### config.mk
export PLATFORM = sky130hd
export DESIGN_NAME = fifo_burst_reader
export DESIGN_NICKNAME = d
export VERILOG_FILES = /design/src/rtl/fifo_burst_reader_pkg.sv /design/src/rtl/burst_out_reg.sv /design/src/rtl/fifo_burst_reader.sv
export SDC_FILE = /design/constraint.sdc
export NUM_CORES = 1
export LEC_CHECK = 0
export ABC_AREA = 1
export ABC_CLOCK_PERIOD_IN_PS = 2200
export CORE_MARGIN = 4
export CORE_UTILIZATION = 47
export CTS_BUF_LIST = sky130_fd_sc_hd__clkbuf_4 sky130_fd_sc_hd__clkbuf_8
export DETAILED_ROUTE_END_ITERATION = 7
export PLACE_DENSITY = 0.86
export SLEW_MARGIN = 20
export SYNTH_ARGS = -nofsm -noshare
export SYNTH_HDL_FRONTEND = slang
export SYNTH_SLANG_ARGS = --single-unit
### constraint.sdc
create_clock -name clk -period 2.2 [get_ports clk]
set_input_delay 0.44 -clock clk [delete_from_list [all_inputs] [get_ports clk]]
set_output_delay 0.44 -clock clk [all_outputs]
set_load 0.02 [all_outputs]
### src/rtl/fifo_burst_reader_pkg.sv
// Shared types and sizing helpers for the FIFO burst reader.
package fifo_burst_reader_pkg;

    typedef enum logic {
        IDLE  = 1'b0,
        BURST = 1'b1
    } state_e;

    // Width of a counter that must hold the value burst_len itself.
    function automatic int BEAT_W(input int burst_len);
        return $clog2(burst_len) + 1;
    endfunction

endpackage

### src/rtl/burst_out_reg.sv
// Single-entry valid/ready register slice carrying one beat of data plus its last flag.
module burst_out_reg #(
    parameter int DATA_WIDTH = 8
) (
    input  logic                  clk,
    input  logic                  rst,
    input  logic                  i_load,
    input  logic [DATA_WIDTH-1:0] i_data,
    input  logic                  i_last,
    input  logic                  i_ready,
    output logic                  o_valid,
    output logic [DATA_WIDTH-1:0] o_data,
    output logic                  o_last
);

    logic                  r_valid;
    logic [DATA_WIDTH-1:0] r_data;
    logic                  r_last;

    // The owner only loads when the slot is empty or being accepted,
    // so data and last never change under a stalled beat.
    always_ff @(posedge clk) begin
        if (rst) begin
            r_valid <= 1'b0;
            r_data  <= '0;
            r_last  <= 1'b0;
        end else if (i_load) begin
            r_valid <= 1'b1;
            r_data  <= i_data;
            r_last  <= i_last;
        end else if (i_ready) begin
            r_valid <= 1'b0;
        end
    end

    assign o_valid = r_valid;
    assign o_data  = r_data;
    assign o_last  = r_last;

endmodule

### src/rtl/fifo_burst_reader.sv
// Drains an FWFT FIFO in fixed-length bursts onto a valid/ready stream; flush sends the residue.
// Optional idle-timeout partial bursts are enabled with `define FIFO_BURST_READER_TIMEOUT_EN.
module fifo_burst_reader
    import fifo_burst_reader_pkg::*;
#(
    parameter int DATA_WIDTH = 8,
    parameter int FIFO_DEPTH = 32,
    parameter int ADDR_WIDTH = $clog2(FIFO_DEPTH),
    parameter int BURST_LEN  = 8,
    parameter int TIMEOUT    = 16
) (
    input  logic                  clk,
    input  logic                  rst,
    output logic                  fifo_ren_o,
    input  logic [DATA_WIDTH-1:0] fifo_rdata_i,
    input  logic                  fifo_empty_i,
    input  logic [ADDR_WIDTH:0]   fifo_count_i,
    input  logic                  flush_i,
    output logic                  m_valid_o,
    input  logic                  m_ready_i,
    output logic [DATA_WIDTH-1:0] m_data_o,
    output logic                  m_last_o,
    output logic                  busy_o
);

    localparam int              BW       = BEAT_W(BURST_LEN);
    localparam int              CW       = ADDR_WIDTH + 1;
    localparam logic [CW-1:0]   LP_BURST = CW'(BURST_LEN);
    localparam logic [BW-1:0]   LP_BEATS = BW'(BURST_LEN);

    state_e         r_state;
    logic [BW-1:0]  r_beats_left;
    logic           r_flush_pend;

    logic           w_pop;
    logic           w_full;
    logic           w_part;
    logic           w_tmo;
    logic           w_last;

    assign w_full = (fifo_count_i >= LP_BURST);
    assign w_part = (r_flush_pend || w_tmo) && (fifo_count_i != '0);
    assign w_last = (r_beats_left == BW'(1));

    // Pop is held off during reset so the FIFO is left untouched.
    assign w_pop      = !rst && (r_state == BURST) && !fifo_empty_i &&
                        (!m_valid_o || m_ready_i);
    assign fifo_ren_o = w_pop;
    assign busy_o     = (r_state == BURST) | m_valid_o;

`ifdef FIFO_BURST_READER_TIMEOUT_EN
    localparam int TW = $clog2(TIMEOUT + 1);

    logic [TW-1:0] r_idle_cnt;

    assign w_tmo = (r_idle_cnt == TW'(TIMEOUT));

    always_ff @(posedge clk) begin
        if (rst) begin
            r_idle_cnt <= '0;
        end else if (r_state == IDLE && (w_full || w_part)) begin
            r_idle_cnt <= '0;
        end else if (r_state == IDLE && fifo_count_i != '0 && !w_full) begin
            r_idle_cnt <= r_idle_cnt + TW'(1);
        end else begin
            r_idle_cnt <= '0;
        end
    end
`else
    // TIMEOUT is never negative, so the timeout path is tied off.
    assign w_tmo = (TIMEOUT < 0);
`endif

    always_ff @(posedge clk) begin
        if (rst) begin
            r_state      <= IDLE;
            r_beats_left <= '0;
            r_flush_pend <= 1'b0;
        end else begin
            case (r_state)
                IDLE: begin
                    if (w_full) begin
                        r_state      <= BURST;
                        r_beats_left <= LP_BEATS;
                    end else if (w_part) begin
                        // count is below BURST_LEN here, so it is already the min.
                        r_state      <= BURST;
                        r_beats_left <= BW'(fifo_count_i);
                        r_flush_pend <= 1'b0;
                    end else if (r_flush_pend) begin
                        r_flush_pend <= 1'b0;
                    end
                end
                BURST: begin
                    if (w_pop) begin
                        r_beats_left <= r_beats_left - BW'(1);
                        if (w_last) r_state <= IDLE;
                    end
                end
                default: r_state <= IDLE;
            endcase
            if (flush_i) r_flush_pend <= 1'b1;
        end
    end

    burst_out_reg #(
        .DATA_WIDTH (DATA_WIDTH)
    ) u_out (
        .clk     (clk),
        .rst     (rst),
        .i_load  (w_pop),
        .i_data  (fifo_rdata_i),
        .i_last  (w_last),
        .i_ready (m_ready_i),
        .o_valid (m_valid_o),
        .o_data  (m_data_o),
        .o_last  (m_last_o)
    );

endmodule
## After elaboration in Yosys (flattened, before gate mapping)

Index checks and enable logic that the tools add are counted.

- Flip-flop bits (word level): 16
- Input bits: 19
- Output and inout bits: 12
- Word-level logic and storage cells: 41

- $add $sub $neg: 1
- $lt $le $gt $ge: 1
- Eq/ne operators: 5
- Muxes and demuxes: 14
- Bitwise logic cells: 2
- Reduce and logical (&&, ||, !) cells: 12

Operators with widths:

| operator | count |
|---|---|
| 4-bit 2-to-1 mux | 3 |
| 1-bit 2-to-1 mux | 9 |
| 4-bit case mux with 2 select lines | 1 |
| 6-bit by 4-bit greater-or-equal comparator with 1-bit output (second input constant) | 1 |
| 2-bit != test (second input constant) | 3 |
| 6-bit nonzero test | 1 |
| 4-bit by 1-bit == test with 1-bit output (second input constant) | 1 |
| 1-bit logical AND | 4 |
| 2-bit AND reduction | 2 |
| 4-bit by 1-bit subtractor with 4-bit output (second input constant) | 1 |
| 1-bit logical NOT | 3 |
| 3-bit != test (second input constant) | 1 |
| 1-bit case mux with 2 select lines | 1 |
| 2-bit nonzero test | 1 |
| 1-bit logical OR | 1 |
| 1-bit NOT | 1 |
| 1-bit OR | 1 |

## Longest topological paths before layout

- Word-level depth: 6
- Gate-level depth with buffers: 9
- Gate-level depth less buffers: 9

## Hierarchy

A second synthesis with hierarchy kept.

- Cells, all modules: 116
- Area total of the unflattened synthesis: 810.8 sq um

By module, submodules not included:

| module | times used | cells an instance | area each (sq um) | sequential area each (sq um) |
|---|---|---|---|---|
| fifo_burst_reader | 1 | 73 | 457.9 | 120.1 |
| burst_out_reg | 1 | 43 | 352.8 | 200.2 |

## Worst setup path before layout

Ideal clock, no wire load.

- Path kind: input to output
- Start point: input port m_ready_i
- End point: output port fifo_ren_o
- Arrival: 0.851 ns
- Required time: 1.760 ns
- Path slack: 0.909 ns
- Cell stages on the path: 5
- Buffers on the path: 1
- Path through: inv_1 -> nand2_1 -> nand2_2 -> nor2_4 -> buf_6

- Longest elaborated chain between the ends: 2

RTL lines:

| element | RTL line | text |
|---|---|---|
| start: declaration | fifo_burst_reader.sv:20 | `input logic m_ready_i,` |
| 1-bit logical OR | fifo_burst_reader.sv:47 | `(!m_valid_o \|\| m_ready_i);` |
| 1-bit logical AND | fifo_burst_reader.sv:46 | `assign w_pop = !rst && (r_state == BURST) && !fifo_empty_i &&` |
| end: declaration | fifo_burst_reader.sv:14 | `output logic fifo_ren_o,` |

Every way passes these cells.

## Final worst setup path

Ends and elaborated chain as after synthesis.

==> reports/metrics.csv <==
stage,metric,value,unit
status,outcome,"complete, no violations",
yosys,synthesis-stage register bit count,16,
sta,"Hold Vio Cnt, Final",0,
yosys,Syn Area/Cell,6.74,sq um
worst_setup_path,CP endpoint kind,output pin,
floorplanning,standard-cell rows,14,
yosys,area share of the largest cell type after synthesis,0.420,
power,Sw Pwr,0.193,mW
floorplanning,Ports,31,
sta,Max Slew Vio Count,0,
floorplanning,Core Region,0.00152,sq mm
worst_setup_path,slowest CP cell,clkdlybuf4s50_1,
sta,total negative setup slack,0,ns
clock_tree,clk root buf,clkbuf_4,
sta,RSZ-0062 raised after global routing,false,
placed_design,placed cell area,0.00109,sq mm
yosys,"area leader, netlist",dfxtp_1,
sta,final setup vio count,0,
grt,largest net degree at the start of global routing,14,
clock_tree,CTS sink cnt,16,
clock_tree,Resized cells post-CTS,1,
yosys,sequential-to-total area share from yosys stat,0.420,
route,initial DRC count,4,
grt,gr usage total,0.180,
placed_design,Port Buf Inserts,30,
final_layout,fill count,120,
power,Power Dens Cells,615,mW/mm^2
route,routed vias,782,
placed_design,gpl congestion,0.813,
clock_tree,TritonCTS clock tree,done,
final_layout,"Design Area, Final",0.00112,sq mm
yosys,mapped cell area,762,sq um
sta,clock skew,0.00273,ns
sta,Tmin final,1.96,ns
yosys,Cell variety after synth,17,
power,Logic pwr share,0.249,
clock_tree,cts hold-fix bufs,0,
run,max cap viols,0,
clock_tree,CTS Buf Count,3,
power,Sw Ratio,0.280,
final_layout,layout cells sized above 1,0.102,
sta,Max Fclk,0.510,GHz
final_layout,layout net count,169,
route,wire per inst,11.0,microns
route,final WL,1790,microns
placed_design,Post-DP HPWL,1420,microns
grt,initial antenna violation count,0,
final_layout,ant diodes,0,
floorplanning,die width,48.3,microns
worst_setup_path,crit-path max FO,2,
clock_tree,post-CTS setup buffer count,0,
power,P_leak,0.543,nW
power,Peak VDD IR,0.551,mV
final_layout,multi-input logic area,374,sq um
sta,Max transition margin,0.733,
worst_setup_path,WS Path Type,primary input to output pin,
worst_setup_path,WP buf/inv,3,
power,P_int,0.496,mW
sta,Worst-Margin Slew,0.400,ns
clock_tree,Clock Pin Slew Worst Setup and Hold Paths,0.09,ns
power,Clk pwr share,0.279,
sta,fin crit share,0.892,
route,drt via density,4.80,
floorplanning,die area,0.00233,sq mm
clock_tree,clock tree buffer depth,2,
worst_setup_path,crit path DAT,1.52,ns
final_layout,FF+latch area,320,sq um
hold_path,min-delay worst type,flop to flop,
yosys,synth top area cells,"dfxtp_1, nand2_1, nand3_1",
route,Antenna Nets Post-Route,0,
yosys,Synth Instances,113,
clock_tree,Worst-Skew Late Latency,0.28,ns
worst_setup_path,kind of cell adding the most delay to the critical path,buffers and inverters,
floorplanning,Initial Utilization,0.500,
worst_setup_path,Critical Path RT,1.76,ns
clock_tree,# H-tree levels,1,
yosys,yosys synthesis warning count,0,
grt,first-pass GRT wire length,2970,microns
route,First-pass DRT Iterations,6,
yosys,Synth Net Count,134,
route,Post-route DRC,0,
grt,grt total ovfl,0,
worst_setup_path,crit-path max cell delay,0.45,ns
final_layout,area delta synth->final,47.1,%
worst_setup_path,startpoint types,primary input,
grt,vias in the first global route,727,
floorplanning,Die Ht,48.3,microns
power,sequential power share,0.473,
worst_setup_path,critical path cell sequence,"clkdlybuf4s50_1, inv_1, nand2_1, nand2_2, nor2_4, dlygate4sd2_1",
final_layout,Util after Layout,0.736,
==> cells in the final DEF, fill, tap and decap left out <==
cell type,synthesis,layout
a21oi_1,7,7
buf_4,0,3
clkbuf_4,0,3
clkbuf_8,0,1
clkdlybuf4s50_1,0,29
clkinv_1,1,1
dfxtp_1,16,16
dlygate4sd2_1,0,1
ha_1,2,2
inv_1,10,10
inv_2,2,2
nand2_1,40,40
nand2_2,1,1
nand3_1,15,15
nand3_2,1,1
nor2_1,10,10
nor2_2,1,1
nor2_4,1,1
o21ai_0,1,1
or2_2,2,2
==> synthesized netlist by cell type <==
cell      number
nor2_2         1
a21oi_1        7
nand2_1       40
clkbuf_1       2
nor2_1        10
nand3_2        1
dfxtp_1       16
ha_1           2
or2_2          2
buf_6          1
nand2_2        1
nand3_1       15
inv_1         10
inv_2          2
nor2_4         1
clkinv_1       1
o21ai_0        1
==> tightest hold or removal path, stage by stage (launching register included) <==
cell	delay [ns]
dfxtp_1	0.32
nand3_1	0.07
nand2_1	0.04
==> metrics by stage <==
step / std cells / total power, mW / worst slack (ns) / hold WS, ns
final: 163 / 0.690 / 0.238 / 0.473
after global routing: 163 / 0.730 / 0.159 / 0.488
after CTS: 163 / 0.697 / 0.227 / 0.474
after detailed placement: 159 / 0.505 / -0.0339 / 0.460
after global placement: 159 / 0.500 / -0.0257 / 0.455
after floorplan: 113 / 0.427 / 0.909 / 0.456
==> metal layers <==
layer | vias to the layer above | track usage | share of wire
met2 | 24 | 0.326 | 0.47
met4 | 0 | 0.0323 | 0
met5 | - | 0 | 0
met3 | 0 | 0.0738 | 0.090
met1 | 342 | 0.196 | 0.44
li1 | 416 | - | -
==> sequential cells by signal (all words and copies together) (netlist names) <==
signal,count
u_out.o_data,8
r_beats_left,4
r_flush_pend,1
r_state,1
u_out.o_last,1
u_out.o_valid,1
==> power groups by stage <==
stage | clock [mW] | combinational [mW] | sequential (mW)
after floorplan | 0 | 0.0867 | 0.341
after global placement | 0 | 0.169 | 0.332
after detailed placement | 0 | 0.173 | 0.332
after CTS | 0.198 | 0.174 | 0.326
after global routing | 0.209 | 0.192 | 0.329
final | 0.192 | 0.171 | 0.326
==> worst paths after layout <==
| path | start | endpoint | slack [ns] | cells past startpoint |
|---|---|---|---|---|
| min reg2reg | u_out.o_data[7] | u_out.o_data[7] | 0.47 | 2 |
| min | u_out.o_data[7] | u_out.o_data[7] | 0.47 | 2 |
| max | m_ready_i | fifo_ren_o | 0.24 | 6 |
| max reg2reg | r_state | r_beats_left[1] | 0.84 | 8 |
==> cell type report <==
| cell class | instances | share of cell area |
|---|---|---|
| inverters | 13 | 0.0435 |
| multi-input cells | 81 | 0.334 |
| well taps | 16 | 0.0179 |
| flip-flops and latches | 16 | 0.286 |
| repair buffers | 33 | 0.287 |
| clock buffers | 4 | 0.0324 |
==> kinds of logic (layout without fill, tap and decap cells) <==
logic type      count (synthesis)  in the layout  share of synthesized area
compound gates                  8              8                     0.0525
fa+ha+maj                       2              2                     0.0328
buf+inv                        16             50                     0.0887
flops                          16             16                      0.420
simple gates                   71             71                      0.406
(Power assumes the default switching activity.)
==> RTL change 1, RTL diff (config.mk and constraints unchanged) <==
Add a define of `FIFO_BURST_READER_TIMEOUT_EN`.
--- a/src/rtl/fifo_burst_reader.sv
+++ b/src/rtl/fifo_burst_reader.sv
@@ -1,5 +1,7 @@
 // Drains an FWFT FIFO in fixed-length bursts onto a valid/ready stream; flush sends the residue.
 // Optional idle-timeout partial bursts are enabled with `define FIFO_BURST_READER_TIMEOUT_EN.
+`define FIFO_BURST_READER_TIMEOUT_EN
+
 module fifo_burst_reader
     import fifo_burst_reader_pkg::*;
 #(
Formal check against the unedited RTL: no difference found for any inputs over 10 cycles, from zero or initial values and one cycle with rst high; that may be too few to reach the edited logic, so the function may still have changed.
==> RTL change 1 against the original RTL <==
Non-clock buffer count increased by 3. Sequential share of layout area increased by 1.8 points. Sequential cell count increased by 5. Worst hold slack improved by 0.0064 ns. Routed wire length increased by 24%. Final area increased by 24%. Worst setup slack improved by 0.012 ns. Power increased by 16%. Final cell count increased by 25%. Clock skew increased by 0.0069 ns. Die area increased by 24%. First-iteration DRC count increased to 4.8 times the old value. Synthesized area increased by 29%. Utilization decreased by 3.7 points. Critical path type unchanged. Critical endpoint unchanged. Largest cell class unchanged. Largest power group unchanged.
==> RTL change 1: results (changes against the original RTL) <==
Global routing
  • Global-route wire length before repair: 3739 um (+26%)
  • M2 GR Usage: 29.03% (-3.5 points)
  • Global-route met1 utilization: 20.78% (+1.1 points)

Layout
  • Ratio of cells with drive above 1 in the final layout: 9.605% (-0.60 points)
  • Net count, final: 201 (+19%)
  • Non-clock inverters: 18 (+5)
  • Final-layout non-clock buffer area share: 24.84% (-3.8 points)
  • Count of multi-input combinational gates: 98 (+21%)
  • Clock Network Area Fraction: 1.987% (-1.2 points)
  • Non-Clock Buffer Count: 36 (+9.1%)
  • Proportion of cell area occupied by multi-input gates: 35.50% (+2.1 points)

Worst hold path
  • Launch point of the worst hold path: u_out.o_data[4]$_SDFFE_PP0P_

Yosys
  • Share of the yosys chip area belonging to registers: 42.75% (+0.71 points)
  • XOR/XNOR Fraction of Synth Area: 2.672% (+2.7 points)
  • Most numerous cell types in the synthesized netlist: nand2_1, dfxtp_1, nor2_1, inv_1, nand3_1
  • Main area contributors after synthesis: dfxtp_1, nand2_1, nor2_1

Place
  • Post-Place Setup Slack: -0.02383 ns (+0.01011 ns)
  • Placed wire-length estimate: 1774 um (+25%)
  • Weighted congestion at the end of routability-driven global placement: 0.8740 (+7.5%)

Detailed routing
  • DR iter-0 viols: 19 (+15)
  • Routed metal-1 wire length: 959 um (+23%)
  • Post-detailed-routing wire length: 2217 um (+24%)
  • Detail Route met2 WL: 1026 um (+21%)

Timing
  • Final worst clock skew: 0.009608 ns (+0.006883 ns)
  • Slew at the pin with the worst max-slew slack: 0.2389 ns (-0.1616 ns)
  • Slack of the critical path: 0.2500 ns (+0.01161 ns)

Setup path
  • Worst-case reg-to-reg path depth: 11 (+3)

CTS
  • Clock-pin slew reported for the worst setup and hold paths after clock tree synthesis: 0.11 ns (+0.02 ns)
  • Later-pin clock latency in the skew report: 0.30 ns (+0.02 ns)

Status
  • Outcome: finished clean
## RTL change 1: cell count changes in the layout (fill, tap and decap cells not counted), sizes merged, moves of 3 or more
| cell | change |
|---|---|
| nand2 | +3 |
| buf | +3 |
| a21oi | -3 |
| dfxtp | +5 |
| inv | +6 |
| nor2 | +8 |
## RTL change 1: per-stage QoR
| stage | hold WS, ns | cells | setup TNS, ns | total power [mW] |
|---|---|---|---|---|
| 3_5_place_dp | 0.4639 | 200 | -0.02383 | 0.6274 |
| 3_3_place_gp | 0.4422 | 200 | -0.01754 | 0.6185 |
| 4_1_cts | 0.4823 | 204 | 0 | 0.8082 |
| 6_report | 0.4796 | 204 | 0 | 0.7989 |
| 2_1_floorplan | 0.4300 | 138 | 0 | 0.5368 |
| 5_1_grt | 0.5030 | 204 | 0 | 0.8572 |
==> RTL change 2, RTL diff (same flow settings) <==
Without the edit above. The parameter `BURST_LEN` goes from 8 to 4.
--- a/src/rtl/fifo_burst_reader.sv
+++ b/src/rtl/fifo_burst_reader.sv
@@ -6,7 +6,7 @@
     parameter int DATA_WIDTH = 8,
     parameter int FIFO_DEPTH = 32,
     parameter int ADDR_WIDTH = $clog2(FIFO_DEPTH),
-    parameter int BURST_LEN  = 8,
+    parameter int BURST_LEN  = 4,
     parameter int TIMEOUT    = 16
 ) (
     input  logic                  clk,
Behaviour: not the same (Yosys sat finds a counterexample within 4 cycles, from zero or initial values and one cycle with rst high).
==> RTL change 2 against the original RTL <==
Sequential share of layout area shrank 0.66 points. Synthesized area shrank 8.7%. Final area down 4.0%. Synthesized cell count down 12%. Routed wire length up 8.7%. Sequential cell count shrank 1. Power is 8.2% lower. Worst setup slack got worse by 0.023 ns. Critical path type unchanged.
==> RTL change 2: results (changes against the original RTL) <==
Setup path
  • Delay of the slowest critical-path stage: 0.40 ns (-0.05 ns)
  • FF-to-FF Start: u_out.o_valid$_SDFFE_PP0P_
  • R2r setup slk: 0.99 ns (+0.15 ns)
  • Worst-path maximum fanout: 2 (unchanged)
  • Worst-case reg-to-reg path depth: 7 (-1)
  • Critical path arrival: 1.54 ns (+0.02 ns)
  • Critical R2R Capture: u_out.o_data[4]$_SDFFE_PP0P_

Yosys
  • Most numerous cell types in the synthesized netlist: nand2_1, dfxtp_1, inv_1, nand3_1, nor2_1
  • Synth Net Count: 121 (-9.7%)
  • Share of the yosys chip area belonging to registers: 43.17% (+1.1 points)
  • Post-synth cell types: 16 (-1)
  • Main area contributors after synthesis: dfxtp_1, nand2_1, nand3_1
  • Number of warnings printed during yosys synthesis: 0 (unchanged)

Global routing
  • Largest net degree at the start of global routing: 13 (-1)
  • Global-route wire length before repair: 3215 um (+8.1%)
  • Antenna violations before repair: 0 (unchanged)
  • GRT Total Usage: 21.24% (+3.3 points)
  • Number of global-route vias before repair: 759 (+4.4%)

Detailed routing
  • DR iter-0 viols: 19 (+15)
  • Via density per instance: 5.144 (+7.2%)
  • Total iterations of the first detailed-routing run: 4 (-2)
  • Detail-routed net length per standard cell: 12.72 um (+16%)

Power and ir drop
  • Switching Fraction: 28.48% (+0.48 points)
  • Leakage power: 0.5183 nW (-4.5%)
  • Worst-case vdd ir drop: 0.5594 mV (+1.5%)

Place
  • Weighted congestion at the end of routability-driven global placement: 0.7866 (-3.3%)
  • Placed wire-length estimate: 1500 um (+5.6%)
  • Post-Place Setup Slack: -0.05092 ns (-0.01697 ns)

Timing
  • Final worst clock skew: 0.006151 ns (+0.003426 ns)
  • Slew at the pin with the worst max-slew slack: 0.2407 ns (-0.1598 ns)

Layout
  • Net count, final: 160 (-5.3%)
  • Ratio of cells with drive above 1 in the final layout: 10.14% (-0.059 points)

Status
  • Outcome: finished clean

Worst hold path
  • Endpoint with the worst hold slack: u_out.o_data[6]$_SDFFE_PP0P_
  • Launch point of the worst hold path: u_out.o_data[6]$_SDFFE_PP0P_

CTS
  • Clock Tree Buf Depth: 2 (unchanged)
  • Later-pin clock latency in the skew report: 0.28 ns (about the same)
RTL change 2: changes by cell type in the layout (fill, tap and decap cells not counted), moves of 2 or more:
| cell | unedited run | this run |
|---|---|---|
| o21ai_0 | 1 | 3 |
| nand3_1 | 15 | 10 |
| nand4_1 | 0 | 3 |
| inv_1 | 10 | 12 |
| or2_2 | 2 | 0 |
| nand2_1 | 40 | 30 |
| buf_4 | 3 | 5 |
RTL change 2: per-layer routing:
layer  global-route usage (%)  vias up  wire (um)
met5                        0        -          0
met4                    6.818        0         27
met3                    4.688        4        136
met2                    38.19       30       1012
met1                    24.41      362        770
li1                         -      391          -
RTL change 2: layout make-up:
type | instances | area, sq um
repair buffers | 35 | 336.6
fillers | 105 | 274.0
well taps | 15 | 18.77
multi-input cells | 70 | 337.8
inverters | 14 | 52.55
flip-flops and latches | 15 | 300.3
clock buffers | 4 | 30.03
RTL change 2: kinds of logic (layout without fill, tap and decap cells):
family / after synthesis / count (layout) / synth area share, %
xor gates and xnor gates: 1 / 1 / 1.259
and+or+nand+nor: 57 / 57 / 36.51
buffers and inverters: 15 / 53 / 8.273
adders and majority gates: 2 / 2 / 3.597
AOI/OAI and AO/OA: 10 / 10 / 7.193
DFF: 15 / 15 / 43.17
RTL change 2: power groups by stage:
stage	registers (mW)	clock network (mW)	logic [mW]
after floorplan	0.317	0	0.0689
after global placement	0.306	0	0.154
after detailed placement	0.308	0	0.159
after CTS	0.302	0.171	0.161
after global routing	0.304	0.189	0.179
final	0.302	0.171	0.161
RTL change 2: how the worst max path moves through the flow:
stage                            start    endpoint  slack, ns
floorplan                 fifo_empty_i  fifo_ren_o       0.82
global placement          fifo_empty_i  fifo_ren_o      -0.05
detailed placement        fifo_empty_i  fifo_ren_o      -0.05
CTS                       fifo_empty_i  fifo_ren_o       0.21
global route        r_state$_SDFF_PP0_      busy_o       0.13
finish                    fifo_empty_i  fifo_ren_o       0.22
RTL change 2: stage by stage:
step / hold WS [ns] / util, % / cell area (sq um) / power, mW / std cells
2_1_floorplan: 0.4489 / - / 695.7 / 0.3859 / 100
3_3_place_gp: 0.4454 / 77.57 / 1047 / 0.4605 / 149
3_5_place_dp: 0.4559 / 77.57 / 1047 / 0.4672 / 149
4_1_cts: 0.4689 / 79.70 / 1076 / 0.6342 / 153
5_1_grt: 0.4878 / 79.70 / 1076 / 0.6714 / 153
6_report: 0.4717 / 79.70 / 1076 / 0.6331 / 153
RTL change 2: worst min-delay path, cell delays in order, from the launching register on:
cell	delay, ns
dfxtp_1	0.32
nand2_1	0.06
a21oi_1	0.05
RTL change 2: what timing repair did:
item	4_1_cts	5_1_grt
resized for setup	1	0
hold endpoints to repair	0	0
endpoints found under the setup margin	1	0
